`config.mk`:
```
export PLATFORM = sky130hd
export DESIGN_NAME = rr_mux_arbiter
export DESIGN_NICKNAME = d
export VERILOG_FILES = /design/src/rtl/rr_mux_arbiter.sv
export SDC_FILE = /design/constraint.sdc
export NUM_CORES = 1
export LEC_CHECK = 0
export CAP_MARGIN = 20
export CELL_PAD_IN_SITES_DETAIL_PLACEMENT = 0
export CELL_PAD_IN_SITES_GLOBAL_PLACEMENT = 2
export CORE_MARGIN = 3
export CORE_UTILIZATION = 20
export CTS_CLUSTER_DIAMETER = 40
export DETAILED_ROUTE_END_ITERATION = 10
export GPL_ROUTABILITY_DRIVEN = 0
export PLACE_DENSITY_LB_ADDON = 0.3
export SLEW_MARGIN = 20
export SYNTH_ARGS = -nofsm -noshare
export SYNTH_HDL_FRONTEND = slang
export SYNTH_SLANG_ARGS = --single-unit
```
`constraint.sdc`:
```
create_clock -name Clk -period 6.68 [get_ports Clk]
set_input_delay 1.336 -clock Clk [delete_from_list [all_inputs] [get_ports Clk]]
set_output_delay 1.336 -clock Clk [all_outputs]
set_load 0.02 [all_outputs]
```
`src/rtl/rr_mux_arbiter.sv`:
```
// Round-robin arbiter owning the select of a shared 4:1 datapath mux; registers grant, select and data.
// Optional forced release after MAX_HOLD owner cycles is enabled by defining ARB_TIMEOUT_EN.
module rr_mux_arbiter #(
  parameter int unsigned DATA_WIDTH = 32,
  parameter int unsigned MAX_HOLD   = 16
) (
  input  logic                  Clk,
  input  logic                  Rst,
  input  logic [3:0]            Req,
  input  logic [DATA_WIDTH-1:0] InA,
  input  logic [DATA_WIDTH-1:0] InB,
  input  logic [DATA_WIDTH-1:0] InC,
  input  logic [DATA_WIDTH-1:0] InD,
  output logic [3:0]            Grant,
  output logic [1:0]            Sel,
  output logic                  Busy,
  output logic [DATA_WIDTH-1:0] OutData,
  output logic                  OutValid,
  output logic                  TimeoutPulse
);

  typedef enum logic [0:0] {
    IDLE = 1'b0,
    OWN  = 1'b1
  } state_t;

`ifdef ARB_TIMEOUT_EN
  localparam bit TIMEOUT_EN = 1'b1;
`else
  localparam bit TIMEOUT_EN = 1'b0;
`endif

  localparam logic [7:0] HOLD_LAST = 8'(MAX_HOLD - 32'd1);

  // Returns {found, index}; scans req circularly from start, lowest offset wins.
  function automatic logic [2:0] rr_pick(input logic [3:0] req, input logic [1:0] start);
    logic [2:0] res;
    logic [1:0] idx;
    res = 3'b000;
    for (int i = 3; i >= 0; i--) begin
      idx = start + 2'(i);
      if (req[idx]) begin
        res = {1'b1, idx};
      end else begin
        res = res;
      end
    end
    return res;
  endfunction

  function automatic logic [3:0] onehot(input logic [1:0] idx);
    return 4'b0001 << idx;
  endfunction

  state_t                state_r, state_n;
  logic [1:0]            ptr_r, ptr_n;
  logic [3:0]            grant_r, grant_n;
  logic [1:0]            sel_r, sel_n;
  logic                  busy_r;
  logic [7:0]            hold_r, hold_n;
  logic                  tpulse_r, tpulse_n;
  logic [DATA_WIDTH-1:0] out_data_r;
  logic                  out_valid_r;
  logic [DATA_WIDTH-1:0] mux_s;
  logic [1:0]            next_ptr_s;
  logic [2:0]            pick_s;

  assign Grant        = grant_r;
  assign Sel          = sel_r;
  assign Busy         = busy_r;
  assign OutData      = out_data_r;
  assign OutValid     = out_valid_r;
  assign TimeoutPulse = tpulse_r;

  // Next-state, grant and pointer decision.
  always_comb begin
    state_n    = state_r;
    ptr_n      = ptr_r;
    grant_n    = grant_r;
    sel_n      = sel_r;
    hold_n     = hold_r;
    tpulse_n   = 1'b0;
    next_ptr_s = sel_r + 2'd1;
    pick_s     = 3'b000;
    case (state_r)
      IDLE: begin
        pick_s = rr_pick(Req, ptr_r);
        if (pick_s[2]) begin
          grant_n = onehot(pick_s[1:0]);
          sel_n   = pick_s[1:0];
          hold_n  = 8'd0;
          state_n = OWN;
        end else begin
          grant_n = 4'b0000;
          hold_n  = 8'd0;
        end
      end
      OWN: begin
        if (!Req[sel_r]) begin
          // Release: hand off on the same edge when anyone else is waiting.
          ptr_n  = next_ptr_s;
          pick_s = rr_pick(Req, next_ptr_s);
          hold_n = 8'd0;
          if (pick_s[2]) begin
            grant_n = onehot(pick_s[1:0]);
            sel_n   = pick_s[1:0];
          end else begin
            grant_n = 4'b0000;
            state_n = IDLE;
          end
        end else if (TIMEOUT_EN && (hold_r == HOLD_LAST)) begin
          // Forced release; the owner is re-granted only if nobody else asks.
          ptr_n    = next_ptr_s;
          pick_s   = rr_pick(Req & ~onehot(sel_r), next_ptr_s);
          hold_n   = 8'd0;
          tpulse_n = 1'b1;
          if (pick_s[2]) begin
            grant_n = onehot(pick_s[1:0]);
            sel_n   = pick_s[1:0];
          end else begin
            grant_n = onehot(sel_r);
          end
        end else begin
          hold_n = TIMEOUT_EN ? (hold_r + 8'd1) : 8'd0;
        end
      end
      default: begin
        state_n = IDLE;
        grant_n = 4'b0000;
        hold_n  = 8'd0;
      end
    endcase
  end

  // Shared mux driven by the registered select.
  always_comb begin
    mux_s = InA;
    case (sel_r)
      2'd0:    mux_s = InA;
      2'd1:    mux_s = InB;
      2'd2:    mux_s = InC;
      2'd3:    mux_s = InD;
      default: mux_s = InA;
    endcase
  end

  // Arbitration state registers.
  always_ff @(posedge Clk) begin
    if (!Rst) begin
      state_r  <= IDLE;
      ptr_r    <= 2'd0;
      grant_r  <= 4'b0000;
      sel_r    <= 2'd0;
      busy_r   <= 1'b0;
      hold_r   <= 8'd0;
      tpulse_r <= 1'b0;
    end else begin
      state_r  <= state_n;
      ptr_r    <= ptr_n;
      grant_r  <= grant_n;
      sel_r    <= sel_n;
      busy_r   <= |grant_n;
      hold_r   <= hold_n;
      tpulse_r <= tpulse_n;
    end
  end

  // Output data capture; lags the select by one cycle.
  always_ff @(posedge Clk) begin
    if (!Rst) begin
      out_data_r  <= '0;
      out_valid_r <= 1'b0;
    end else if (grant_r != 4'b0000) begin
      out_data_r  <= mux_s;
      out_valid_r <= 1'b1;
    end else begin
      out_data_r  <= out_data_r;
      out_valid_r <= 1'b0;
    end
  end

endmodule

```
After elaboration in Yosys (flattened, before gate mapping)
Index checks and enable logic that the tools add are counted.
- logic and storage cells: 81
- output and inout port bits: 41
- register bits: 43
- bitwise operators: 2
- eq/ne operators: 6
- reduce and logical (&&, ||, !) cells: 5
- add/sub/neg operators: 7
- order comparisons: 9
- shift-type cells: 2
- multiplexer cells: 43
- operators by type and width (operator ; number):
    $pmux W32 S4 ; 1
    $mux W3 ; 11
    $lt A2 B3 Y1 const B ; 9
    $bmux W1 S2 ; 9
    $mux W1 ; 13
    $mux W4 ; 3
    $add A2 B2 Y2 const B ; 4
    $pmux W4 S2 ; 1
    $shl A1 B2 Y4 const A ; 2
    $add A2 B1 Y2 const B ; 3
    $mux W2 ; 3
    $eq A2 B2 Y1 const B ; 2
    $ne A2 B1 Y1 const B ; 2
    $pmux W2 S2 ; 1
    $reduce_bool A4 Y1 ; 1
    $reduce_or A4 Y1 ; 1
    $reduce_and A3 Y1 ; 1
    $eq A2 B1 Y1 const B ; 1
    $logic_not A2 Y1 ; 1
    $ne A2 B2 Y1 const B ; 1
    $not A1 Y1 ; 2
    $pmux W1 S2 ; 1
    $reduce_and A2 Y1 ; 1

Logic depth before layout (Yosys ltp)
Gate-level depths: netlist of the first run.
- depth after elaboration: 15
- gate-level depth with buffers: 8

Worst setup path after synthesis of the first run
OpenSTA, ideal clock, no wires.
- path kind: input to register
- start point: in Req[2]
- end point: reg grant_r[1], in the netlist Grant[1]
- path slack: 3995 ps
- arrival time: 2606 ps
- stages on the path: 4
- buffers on the path: 1
- cell sequence: buf_4 -> mux4_2 -> or4_1 -> o211ai_1
- longest elaborated chain between the ends: 12
- elaborated cells on any way between the ends: 35
- classes of those cells: shift (2); mux (33)
- ends and longest elaborated chain (element ; line ; source):
    start: declaration ; 9 ; input logic [3:0] Req,
    $bmux W1 S2 ; 42 ; if (req[idx]) begin
    $mux W1 (not written as such) ; 42 ;
    $mux W3 (4 in a row) ; 42 ;
    $mux W3 ; 99 ; if (!Req[sel_r]) begin
    $mux W3 ; 85 ; case (state_r)
    $shl A1 B2 Y4 ; 52 ; return 4'b0001 << idx;
    $mux W4 ; 104 ; if (pick_s[2]) begin
    $mux W4 ; 99 ;
    $pmux W4 S2 * ; 85 ;
    end signal: assignment ; 160 ; grant_r <= grant_n;
    end: declaration ; 57 ; logic [3:0] grant_r, grant_n;
Mark *: on every way between the ends. The rest lies on a longest branch, timed or not. The select of a mux whose other input is x is not followed.
A chain may end at the register's enable or synchronous reset.

Worst setup path in the final report of the first run
- start point: in Req[0]
- end point: reg busy_r, in the netlist Busy
- longest elaborated chain between the ends: 13
- elaborated cells on any way between the ends: 36
- classes of those cells: shift (2); mux (33); reduce/logical (1)
- ends and longest elaborated chain (element ; line ; source):
    $bmux W1 S2 ; 42 ;
    $mux W1 (not written as such) ; 42 ;
    $mux W3 (4 in a row) ; 42 ;
    $mux W3 ; 99 ;
    $mux W3 ; 85 ;
    $shl A1 B2 Y4 ; 52 ;
    $mux W4 ; 104 ;
    $mux W4 ; 99 ;
    $pmux W4 S2 * ; 85 ;
    $reduce_or A4 Y1 * ; 162 ; busy_r <= |grant_n;
    end signal: assignment ; 162 ;
    end: declaration ; 59 ; logic busy_r;
Marked as above.

==> results of run 1 <==
## cells in the mapped netlist (all sizes together) (2+ instances only)
| library cell | n | area share (%) |
|---|---|---|
| a221o | 2 | 0.75 |
| dfxtp | 43 | 32 |
| o21a | 2 | 0.56 |
| a22o | 2 | 0.66 |
| ha | 4 | 1.9 |
| and2 | 32 | 7.5 |
| nor3 | 2 | 0.38 |
| nand2b | 3 | 0.70 |
| buf | 13 | 2.9 |
| clkbuf | 21 | 3.0 |
| nor2 | 37 | 5.2 |
| o21ai | 38 | 7.1 |
| nor4 | 3 | 0.70 |
| inv | 7 | 0.98 |
| a222oi | 33 | 12 |
| nand2 | 37 | 5.2 |
| a211oi | 2 | 0.56 |
| a21oi | 43 | 8.1 |
| a21o | 2 | 0.61 |
| nor2b | 5 | 1.5 |
| mux2i | 5 | 1.9 |
## sequential cells by signal, summed over array words and instances, names as in the netlist
| signal | count |
|---|---|
| Busy | 1 |
| Grant | 4 |
| OutData | 32 |
| OutValid | 1 |
| Sel | 2 |
| ptr_r | 2 |
| state_r | 1 |
## logic make-up (layout without fill, tap and decap cells)
kind of cell               count (synthesis)  after routing  synth area share, %
AOI/OAI and AO/OA                        127            127                 31.6
adders and majority gates                  4              4                 1.88
buffers and inverters                     41            194                 6.84
DFF                                       43             43                 32.3
muxes                                      7              7                 3.14
other                                      1              1                0.141
and+or+nand+nor                          126            126                 24.1
## final timing paths
check / endpoint / startpoint / depth (start not counted) / slack (ps)
worst max-delay path: Busy$_SDFF_PN0_ / Req[0] / 6 / 3640
worst min-delay path: Grant[3]$_SDFF_PN0_ / Grant[3]$_SDFF_PN0_ / 2 / 550
worst max register to register: OutData[30]$_SDFFE_PN0P_ / Sel[0]$_SDFFE_PN0P_ / 8 / 4110
worst min register to register: Grant[3]$_SDFF_PN0_ / Grant[3]$_SDFF_PN0_ / 2 / 550
## layout make-up
| class | count | area share, % |
|---|---|---|
| repair buffers | 179 | 37.9 |
| flip-flops and latches | 43 | 18.4 |
| clock inverters | 2 | 0.747 |
| well taps | 172 | 4.59 |
| clock buffers | 6 | 2.96 |
| inverters | 7 | 0.561 |
| multi-input cells | 265 | 34.9 |
## per-layer routing
| layer | share of wire (%) | GRT usage, % |
|---|---|---|
| met3 | 9.8 | 4.48 |
| met5 | 0 | 0 |
| met4 | 0.91 | 3.15 |
| met2 | 46 | 21.5 |
| met1 | 44 | 16.8 |
## metrics by stage
step	instances	power (mW)	cell area [um^2]	utilization [%]	hold WS (ps)
2_1_floorplan	349	0.598	2670	-	552
3_3_place_gp	666	0.809	4510	35.2	540
3_5_place_dp	666	0.813	4510	35.2	531
4_1_cts	674	1.11	4690	36.5	554
5_1_grt	674	1.17	4690	36.5	575
6_report	674	1.09	4690	36.5	552
## power by group through the flow
stage | sequential [mW] | clock [mW] | combinational [mW]
final | 0.322 | 0.286 | 0.477
after global routing | 0.328 | 0.313 | 0.527
after CTS | 0.323 | 0.302 | 0.487
after detailed placement | 0.328 | 0 | 0.485
after global placement | 0.328 | 0 | 0.481
after floorplan | 0.370 | 0 | 0.228
## worst max-delay path: stages
cell,delay [ps]
clkdlybuf4s50_1,590
mux4_2,640
and3_4,250
o21ai_0,60
nor4bb_1,200
o21ai_0,120
==> results by group, run 1 <==
Run status
  – Status: completed

Global route
  – First-pass GRT wire length: 15.5 mm
  – Initial antenna violation count: 0
  – Largest net degree at the start of global routing: 66
  – Vias in the first global route: approximately 2900
  – GRT Residual Overflow: 0
  – GRT Total Usage: about an eighth

Die
  – Site Rows: 41
  – Area of the die: 14800 um^2
  – Core ar.: between 10000 and 15000 um^2
  – DIE HEIGHT: approximately 120 um
  – Die Wd: between 100 and 150 um
  – Initial Utilization: approximately a fifth
  – Ports: 175

STA
  – Highest Clock Rate: ~330 MHz
  – Final period util: a little under half
  – Final setup fails: 0
  – Measured slew at the worst slew-check pin: 639 ps
  – Unrepaired setup endpoints after global routing: false
  – Final Worst Setup Slack: approximately 3600 ps
  – Final Hold Vio Count: 0
  – Max-slew violation count: 0
  – Setup_tns: 0 ps
  – Slew headroom: a little under three fifths
  – Final Skew: 5.76 ps
  – Tmin final: around 3000 ps

Pwr
  – PwrDens: around 230 nW/um^2
  – Leakage: about 1.7 nW
  – Sw Share: 34.1%
  – Sequential power share: approximately 30%
  – Pint: 716 uW
  – Clock share of power: roughly a quarter
  – Peak supply drop: between 0.09 and 0.1 mV
  – Sw Pwr: approximately 370 uW
  – Combinational share of power: a little over two fifths

Detailed routing
  – Routed WL per cell: ~15 um
  – Post-route ant nets: 0
  – Drt first pass iters: 7
  – Drt via density: about 4.6
  – Via count: between 3000 and 4000
  – Initial DRC count: approximately 220
  – Final wirelength: 10.3 mm
  – Drt drc: 0

Finish
  – Layout cells sized above 1: 4.58%
  – Storage cell area: approximately 860 um^2
  – Area added between synthesis and finish: 75.6%
  – Fillers: ~1300
  – Final #Nets: about 640
  – Diodes inserted: 0
  – Multi-input gate area: roughly 1600 um^2
  – Commonest non-fill, non-tap cell in the layout: clkdlybuf4s50_1
  – Most frequent cells in the layout: clkdlybuf4s50_1 (173), dfxtp_1 (43), a21oi_1 (43)

Setup path
  – Worst Path Required: ~7000 ps
  – Crit path DAT: 3190 ps
  – Endpoint class of the critical path: register
  – Startpoint Class: input port
  – Worst setup path class: in2reg
  – Max FO, Critical Path: 11

Place
  – Port Buffer Count: about 170
  – Detailed placer's ending HPWL: roughly 7.6 mm
  – Pre-CTS setup slack: 3340 ps

Clocking
  – CTS H-tree lvls: 2
  – Post-CTS resize count: 0
  – CTS clk-pin slew, worst paths: about 60 ps
  – Post-CTS Setup Repair Bufs: 0
  – Worst-Skew Late Latency: between 200 and 300 ps
  – CTS tree: built
  – CTS buffer count: 5
  – Clk buf depth: 2
  – Cts hold-fix bufs: 0
  – Clock Tree Root: clkbuf_16
  – Clk sinks: 43

Synthesis
  – Asr flop ratio synth: 0%
  – Synth warn: 0
  – Top_reg_cell synth: dfxtp_1
  – Post-synth EDFFs: 0
  – Syn Inst Count: ~350
  – Mean Syn Cell Area: 7.65 um^2
  – Syn Nets: slightly below 500
  – Synth Register Bits: 43
  – Synth unique cells: 39
  – Register area share after synthesis: 32.3%
  – Synth Cell Area: 2670 um^2

Worst hold path
  – Hold crit path type: reg2reg

Flow run
  – Max-cap violations: 0
Note: power is estimated with default switching activity, not from simulation.
==> inputs of run 2 (changes only) <==
Settings changed: CORE_UTILIZATION 20 to 18.
Clock period 6.68 ns to 2.99 ns, I/O delays scaled along.
==> run 2 against run 1 <==
Clock power rose by 94%. Die area rose by 11%. First-iteration DRC count shrank 20%. Final area up 0.32%. Utilization shrank 3.4 points. Non-clock buffer count grew 3. Total power is 120% higher. Clock-buffer cell count is the same. Combinational power grew 130%. Clock skew fell by 1.4 ps. Sequential cell count stayed put. Critical path type is now reg2reg. Critical endpoint is now OutData[26]$_SDFFE_PN0P_.
==> results by group, run 2 (same netlist as run 1, synthesis figures left out) <==
Detailed routing
  – Drt via density: 4.55 (-1.4%)
  – Routed WL per cell: 15.3 um (+0.48%)
  – Initial DRC count: 176 (-20%)
  – Final wirelength: 10.5 mm (+2.0%)
  – Drt first pass iters: 7 (unchanged)
  – Drt drc: 0 (unchanged)
  – Via count: 3115 (+0.096%)
  – Post-route ant nets: 0 (unchanged)

Place
  – Port Buffer Count: 173 (unchanged)
  – Pre-CTS setup slack: 378 ps (-2960 ps)
  – Placed cells: 677 (+1.7%)
  – Detailed placer's ending HPWL: 7.85 mm (+2.9%)

Flow run
  – Max-cap violations: 0 (unchanged)

Pwr
  – PwrDens: 502 nW/um^2 (+120%)
  – Final Power: 2.36 mW (+120%)
  – Peak supply drop: 0.197 mV (+120%)
  – Leakage: 1.69 nW (+0.37%)

Setup path
  – Crit path DAT: 2710 ps (-480 ps)
  – Worst Path Required: 3220 ps (-3610 ps)
  – Startpoint Class: register
  – Endpoint class of the critical path: register
  – Max FO, Critical Path: 22 (+11)
  – Worst setup path class: reg2reg

STA
  – Slew headroom: 27.0% (-30 points)
  – Max-slew violation count: 0 (unchanged)
  – Highest Clock Rate: a little over 400 MHz
  – Unrepaired setup endpoints after global routing: false
  – Final Hold Vio Count: 0 (unchanged)
  – Final setup fails: 0 (unchanged)
  – Tmin final: 2480 ps
  – Setup_tns: 0 ps (unchanged)
  – Final Skew: 4.33 ps (-1.43 ps)
  – Final period util: between 80% and 90%
  – Measured slew at the worst slew-check pin: 1090 ps (+455 ps)
  – Final Worst Setup Slack: 513 ps (-3130 ps)

Clocking
  – Clk buf depth: 2 (unchanged)
  – Cts hold-fix bufs: 0 (unchanged)
  – Clk sinks: 43 (unchanged)
  – CTS H-tree lvls: 2 (unchanged)
  – CTS tree: built
  – CTS clk-pin slew, worst paths: 60 ps (about the same)
  – Post-CTS Setup Repair Bufs: 0 (unchanged)
  – Post-CTS resize count: 0 (unchanged)
  – Worst-Skew Late Latency: 290 ps (about the same)
  – Clock Tree Root: clkbuf_16
  – CTS buffer count: 5 (unchanged)

Finish
  – Fin cells: 684 (+1.5%)
  – Most frequent cells in the layout: clkdlybuf4s50_1 (173), dfxtp_1 (43), a21oi_1 (43)
  – Diodes inserted: 0 (unchanged)
  – Layout cells sized above 1: 4.96% (+0.38 points)
  – Fillers: 1523 (+14%)
  – Final #Nets: 642 (+0.47%)
  – Commonest non-fill, non-tap cell in the layout: clkdlybuf4s50_1
  – Area added between synthesis and finish: 76.2%
  – Largest register FFs: 32 (unchanged)

Global route
  – GRT Total Usage: 12.3% (-0.90 points)
  – Largest net degree at the start of global routing: 66 (unchanged)
  – GRT Residual Overflow: 0 (unchanged)
  – Vias in the first global route: 3054 (+4.1%)
  – First-pass GRT wire length: 15.8 mm (+2.4%)
  – Initial antenna violation count: 0 (unchanged)

Worst hold path
  – Hold crit path type: reg2reg

Run status
  – Status: completed

Die
  – Area of the die: 16300 um^2 (+11%)
  – Ports: 175 (unchanged)
  – Die Wd: 128 um (+5.1%)
  – Initial Utilization: 18.8% (-2.0 points)
  – Core ar.: 14200 um^2 (+11%)
  – Site Rows: 43 (+4.9%)
  – DIE HEIGHT: 128 um (+5.1%)
## run 2: cell count changes in the layout (fill, tap and decap cells not counted)
cell	change
buf_12	+1
buf_4	+2
bufinv_16	-1
## run 2: final cells by class
class                   count  area, um^2  area share [%]
inverters                   7        26.3           0.559
multi-input cells         265        1630            34.8
repair buffers            182        1810            38.5
clock buffers               6         139            2.95
well taps                 180         225            4.79
flip-flops and latches     43         861            18.3
clock inverters             1        5.00           0.106
## run 2: per-layer routing
layer	global-route usage, %	up-vias	routed length, um
met5	0	-	0
met4	3.93	0	110
met3	3.58	7	985
met2	20.8	127	4900
met1	15.0	1396	4490
li1	-	1585	-
## run 2: final timing paths
path | startpoint | endpoint | slack (ps) | depth (start not counted)
setup reg to reg | Sel[0]$_SDFFE_PN0P_ | OutData[26]$_SDFFE_PN0P_ | 510 | 7
setup / recovery | Sel[0]$_SDFFE_PN0P_ | OutData[26]$_SDFFE_PN0P_ | 510 | 7
hold reg to reg | Grant[1]$_SDFF_PN0_ | Grant[1]$_SDFF_PN0_ | 540 | 2
hold / removal | Grant[1]$_SDFF_PN0_ | Grant[1]$_SDFF_PN0_ | 540 | 2
## run 2: power by group
group          total, mW  internal [mW]  leakage, nW  switching, mW
sequential         0.717          0.662        0.352         0.0553
combinational       1.09          0.538         1.27          0.550
clock              0.556          0.326       0.0727          0.229
total               2.36           1.53         1.69          0.835
## run 2: worst max-delay path: stages (launching register included)
cell	delay [ps]
dfxtp_1	550
ha_1	960
buf_4	330
a222oi_1	110
nor2_1	130
a21oi_1	50
o21ai_0	140
and2_1	130
## run 2: metrics by stage
stage	area [um^2]	util (%)	hold WS, ps
2_1_floorplan	2670	-	552
3_3_place_gp	4560	32.1	528
3_5_place_dp	4560	32.1	531
4_1_cts	4700	33.1	540
5_1_grt	4700	33.1	551
6_report	4700	33.1	538
==> inputs of run 3 (changes only) <==
Clock period 2.99 ns to 2.5 ns, I/O delays scaled along.
==> run 3 against run 2 <==
Total power increased by 23%. First-iteration DRC count increased by 36%. Sequential power grew 19%. Routed wire length grew 0.29%. Sequential cell count stayed put. Cell count grew 1.6%. Register-to-register slack got worse by 100 ps. Sequential share of layout area is 0.33 points lower. Global-route usage barely moved. Setup slack worse by 150 ps. Largest power group unchanged.
==> results by group, run 3 (same netlist as run 1, synthesis figures left out) <==
Finish
  – Fin area: 4790 um^2 (+1.8%)
  – Area added between synthesis and finish: 79.4%
  – Most frequent cells in the layout: clkdlybuf4s50_1 (173), dfxtp_1 (43), a21oi_1 (43)
  – Commonest non-fill, non-tap cell in the layout: clkdlybuf4s50_1
  – Diodes inserted: 0 (unchanged)
  – Final #Nets: 653 (+1.7%)
  – Fillers: 1516 (-0.46%)
  – Multi-input gate area: 1630 um^2 (unchanged)
  – Final Util: 33.7% (+0.60 points)
  – Fin cells: 695 (+1.6%)
  – Largest register FFs: 32 (unchanged)
  – Layout cells sized above 1: 6.80% (+1.8 points)
  – Storage cell area: 861 um^2 (unchanged)

STA
  – Final Skew: 6.62 ps (+2.29 ps)
  – Final setup fails: 0 (unchanged)
  – Measured slew at the worst slew-check pin: 529 ps (-565 ps)
  – Final period util: 85.4%
  – Unrepaired setup endpoints after global routing: false
  – Highest Clock Rate: between 400 and 500 MHz
  – Tmin final: 2140 ps
  – Slew headroom: 64.7% (+38 points)
  – Max-slew violation count: 0 (unchanged)
  – Setup_tns: 0 ps (unchanged)
  – Final Hold Vio Count: 0 (unchanged)

Setup path
  – CP delay by family, top: simple AND/OR/NAND/NOR gates
  – Worst Path Required: 2670 ps (-550 ps)
  – Crit path DAT: 2310 ps (-400 ps)
  – Worst setup path class: in2reg
  – CP Buf/Inv Count: 3 (+2)
  – Most frequent CP cell: nor4_1
  – CP peak stage delay: 470 ps (-490 ps)
  – Endpoint class of the critical path: register
  – Max FO, Critical Path: 5 (-77%)
  – Slowest-stage cell, CP: clkdlybuf4s50_1
  – Critical path, cell by cell: clkdlybuf4s50_1 -> buf_4 -> nor4_1 -> nand2b_1 -> nor4_1 -> a222oi_1 -> inv_1
  – Startpoint Class: input port

Clocking
  – Post-CTS Setup Repair Bufs: 0 (unchanged)
  – Clk buf depth: 2 (unchanged)
  – Cts hold-fix bufs: 0 (unchanged)
  – Clk sinks: 43 (unchanged)
  – CTS tree: built
  – Post-CTS resize count: 0 (unchanged)
  – CTS clk-pin slew, worst paths: 60 ps (about the same)
  – Worst-Skew Late Latency: 290 ps (about the same)
  – Clock Tree Root: clkbuf_16
  – CTS H-tree lvls: 2 (unchanged)
  – CTS buffer count: 5 (unchanged)

Detailed routing
  – Initial DRC count: 239 (+36%)
  – Drt first pass iters: 7 (unchanged)
  – Post-route ant nets: 0 (unchanged)
  – Final wirelength: 10.5 mm (+0.29%)
  – Drt drc: 0 (unchanged)
  – Drt via density: 4.48 (-1.7%)
  – Routed WL per cell: 15.1 um (-1.3%)
  – Via count: 3111 (-0.13%)

Global route
  – Largest net degree at the start of global routing: 39 (-41%)
  – Vias in the first global route: 3069 (+0.49%)
  – Initial antenna violation count: 0 (unchanged)
  – GRT Total Usage: 12.3% (about the same)
  – GRT Residual Overflow: 0 (unchanged)
  – First-pass GRT wire length: 16.0 mm (+1.2%)

Die
  – Area of the die: 16300 um^2 (unchanged)
  – Die Wd: 128 um (unchanged)
  – Site Rows: 43 (unchanged)
  – DIE HEIGHT: 128 um (unchanged)
  – Ports: 175 (unchanged)
  – Initial Utilization: 18.8% (unchanged)
  – Core ar.: 14200 um^2 (unchanged)

Pwr
  – Final Power: 2.90 mW (+23%)
  – PwrDens: 606 nW/um^2 (+21%)
  – Peak supply drop: 0.316 mV (+60%)
  – Leakage: 1.74 nW (+3.1%)

Flow run
  – Max-cap violations: 0 (unchanged)

Worst hold path
  – Hold crit path type: reg2reg

Place
  – DP Area: 4630 um^2 (+1.5%)
  – Detailed placer's ending HPWL: 8.24 mm (+4.9%)
  – Port Buffer Count: 173 (unchanged)
  – Placed cells: 688 (+1.6%)

Run status
  – Status: completed
[run 3: cell types whose count changed in the layout (fill, tap and decap cells not counted), sizes merged]
cell	change
clkinv	-1
buf	+11
bufinv	+1
[run 3: worst register-to-register path: stages, from the launching register on]
cell and delay [ps]:
dfxtp_1 320, inv_1 90, ha_2 430, mux2i_1 200
nor2_1 70, a211o_1 310, or4_1 500, o211ai_1 80
[run 3: power breakdown]
group / switching [mW] / internal, mW
clock: 0.256 / 0.466
combinational: 0.672 / 0.659
sequential: 0.0584 / 0.791
[run 3: worst paths after layout]
path / from / endpoint / slack, ps / cells past startpoint
setup / recovery: Req[1] / Grant[3]$_SDFF_PN0_ / 360 / 7
hold / removal: Grant[1]$_SDFF_PN0_ / Grant[1]$_SDFF_PN0_ / 530 / 2
setup reg to reg: Sel[0]$_SDFFE_PN0P_ / Grant[1]$_SDFF_PN0_ / 410 / 7
hold reg to reg: Grant[1]$_SDFF_PN0_ / Grant[1]$_SDFF_PN0_ / 530 / 2
[run 3: through the flow]
| stage | hold slack [ps] | setup slack (ps) |
|---|---|---|
| after floorplan | 552 | 226 |
| after global placement | 531 | 91.7 |
| after detailed placement | 531 | 50.3 |
| after CTS | 537 | 364 |
| after global routing | 570 | 212 |
| final | 530 | 365 |
[run 3: area by class of cell]
| type | instances | share of cell area, % |
|---|---|---|
| clock buffer | 6 | 2.69 |
| tap | 180 | 4.70 |
| clock inverter | 1 | 0.627 |
| sequential | 43 | 18.0 |
| inverter | 7 | 0.549 |
| multi-input combinational | 265 | 34.1 |
| timing repair buffer | 193 | 39.3 |
[run 3: per-layer routing]
metal / vias up / GRT usage (%) / routed length [um]
met5: - / 0 / 0
met4: 0 / 3.62 / 177
met3: 9 / 3.96 / 964
met2: 127 / 20.1 / 4840
met1: 1368 / 15.4 / 4530
li1: 1607 / - / -
==> patch, RTL diff (settings of run 1) <==
Change the parameter `DATA_WIDTH` from 32 to 40.
--- a/src/rtl/rr_mux_arbiter.sv
+++ b/src/rtl/rr_mux_arbiter.sv
@@ -2,5 +2,5 @@
 // Optional forced release after MAX_HOLD owner cycles is enabled by defining ARB_TIMEOUT_EN.
 module rr_mux_arbiter #(
-  parameter int unsigned DATA_WIDTH = 32,
+  parameter int unsigned DATA_WIDTH = 40,
   parameter int unsigned MAX_HOLD   = 16
 ) (
Interface: changed (5 resized); port bits go from 175 to 215. No check against the original RTL was run, so the function may have changed too.
==> patch against run 1 <==
Die area grew 10%; synthesized cell count rose by 15%; count of clock-buffer cells in the layout is 1 higher; core utilization up 1.0 points; total power is 6.7% higher; routed wire length up 20%; final area is 13% higher; area after synthesis up 11%; worst setup slack improved by 85 ps; sequential cell count rose by 8; critical path type is now reg2out; highest routed layer unchanged.
==> patch: results <==
placement:
  io_buffers: 213
  detailed_place_hpwl_mm: 9.06
  dp_cells: 757
  worst_setup_timing_slack_at_the_placement_stage_ps: 3430
  place_area_um2: 5180
synth:
  ys_ff_latch: 51
  synth.top_cells.by_count: "128 x sky130_fd_sc_hd__nand2_1, 51 x sky130_fd_sc_hd__dfxtp_1, 46 x sky130_fd_sc_hd__a21oi_1"
  synthesis.area_per_instance_um2: 7.38
  ys_seq_area_share_pct: 34.6
  synth_area_leaders: "sky130_fd_sc_hd__dfxtp_1 35%, sky130_fd_sc_hd__nand2_1 16%, sky130_fd_sc_hd__a222oi_1 14%"
  post_synth_num_cell_types: 43
  postSynthNetCount: 570
layout:
  num-fill-cells: 1467
  fin_cells: 765
  largest_reg_flops: 40
  final_net_count: 754
  layout-drive-gt1-share_pct: 4.44
sta:
  clock_skew_ps: 9.99
  fin_crit_sh_pct: 44.2
  worst_pin_slew_ps: 915
critical_path:
  launch_instance_of_the_worst_register_to_register_path: "Sel[0]"
  worstPathArrival_ps: 1620
  timing.reg2reg.setup_slack_ps: 4300
  critical_path_class: "reg2out"
  crit_end: "Sel[0]"
  cp_max_fo: 12
  r2r_cells: 6
  critical_path.slowest_cell: "sky130_fd_sc_hd__clkdlybuf4s50_1"
  worst_path_dominant_cell_family: "buffers and inverters"
  r2r_end: "OutData[31]"
detailed_routing:
  detailroute.wirelength.met3_mm: 1.11
  dr_wl_met2_mm: 5.89
  detail_route.first_pass.iterations: 8
  routed_wl_mm: 12.4
  wl_met1_mm: 5.22
  routed-via-count: 3619
  drt_iter0_drc: 301
global_routing:
  grt_max_degree: 49
  grt_first_pass_wirelength_mm: 18.4
pwr:
  vdd_drop_max_uv: 110
  p_leak_uw: 0.00186
cts:
  htree_levels: 2
  post_cts_buffers: 0
status:
  run_status: "finished, final reports clean"
-- patch: worst min-delay path by stage --
stage,slack (ps),depth (start not counted),from,end
CTS,450,2,OutData[13],OutData[13]
global route,470,2,OutData[39],OutData[39]
global placement,440,2,OutData[9],OutData[9]
finish,450,2,OutData[23],OutData[23]
detailed placement,440,2,OutData[13],OutData[13]
floorplan,480,1,state_r,Busy
-- patch: kinds of logic after synthesis --
family / after synthesis / synth area share, %
mux: 2 / 1.10
fa+ha+maj: 4 / 1.70
flops: 51 / 34.6
buf+inv: 45 / 6.53
other cells: 1 / 0.127
simple gates: 152 / 21.9
compound gates: 145 / 34.1
-- patch: area by class of cell --
class	instances	area (um2)	share of cell area, %
clock buffer	7	133	2.49
clock inverter	1	5.00	0.0941
inverter	6	22.5	0.423
multi-input combinational	304	1760	33.1
sequential	51	1020	19.2
tap	180	225	4.23
timing repair buffer	216	2150	40.5
-- patch: per-stage QoR --
step | util (%) | total power, uW | hold slack, ps
after floorplan | - | 667 | 484
final | 37.6 | 1160 | 449
after global routing | 37.6 | 1240 | 466
after detailed placement | 36.6 | 929 | 443
after global placement | 36.6 | 927 | 438
after CTS | 37.6 | 1180 | 452
-- patch: report_power, final --
group          switching [uW]  internal [uW]
logic                     281            252
clock network             107            139
registers                30.0            349
total                     418            740
-- patch: metal layers --
metal	global-route usage, %	vias up
met5	0	-
li1	-	1834
met4	2.97	0
met2	25.0	167
met3	3.93	9
met1	16.6	1609
-- patch: worst reg2reg max path, cell delays in order, from the launching register on --
cell,delay (ps)
sky130_fd_sc_hd__dfxtp_1,620
sky130_fd_sc_hd__inv_1,140
sky130_fd_sc_hd__ha_2,490
sky130_fd_sc_hd__a222oi_1,710
sky130_fd_sc_hd__o21ai_0,140
sky130_fd_sc_hd__nand2_1,90
sky130_fd_sc_hd__a21oi_1,70
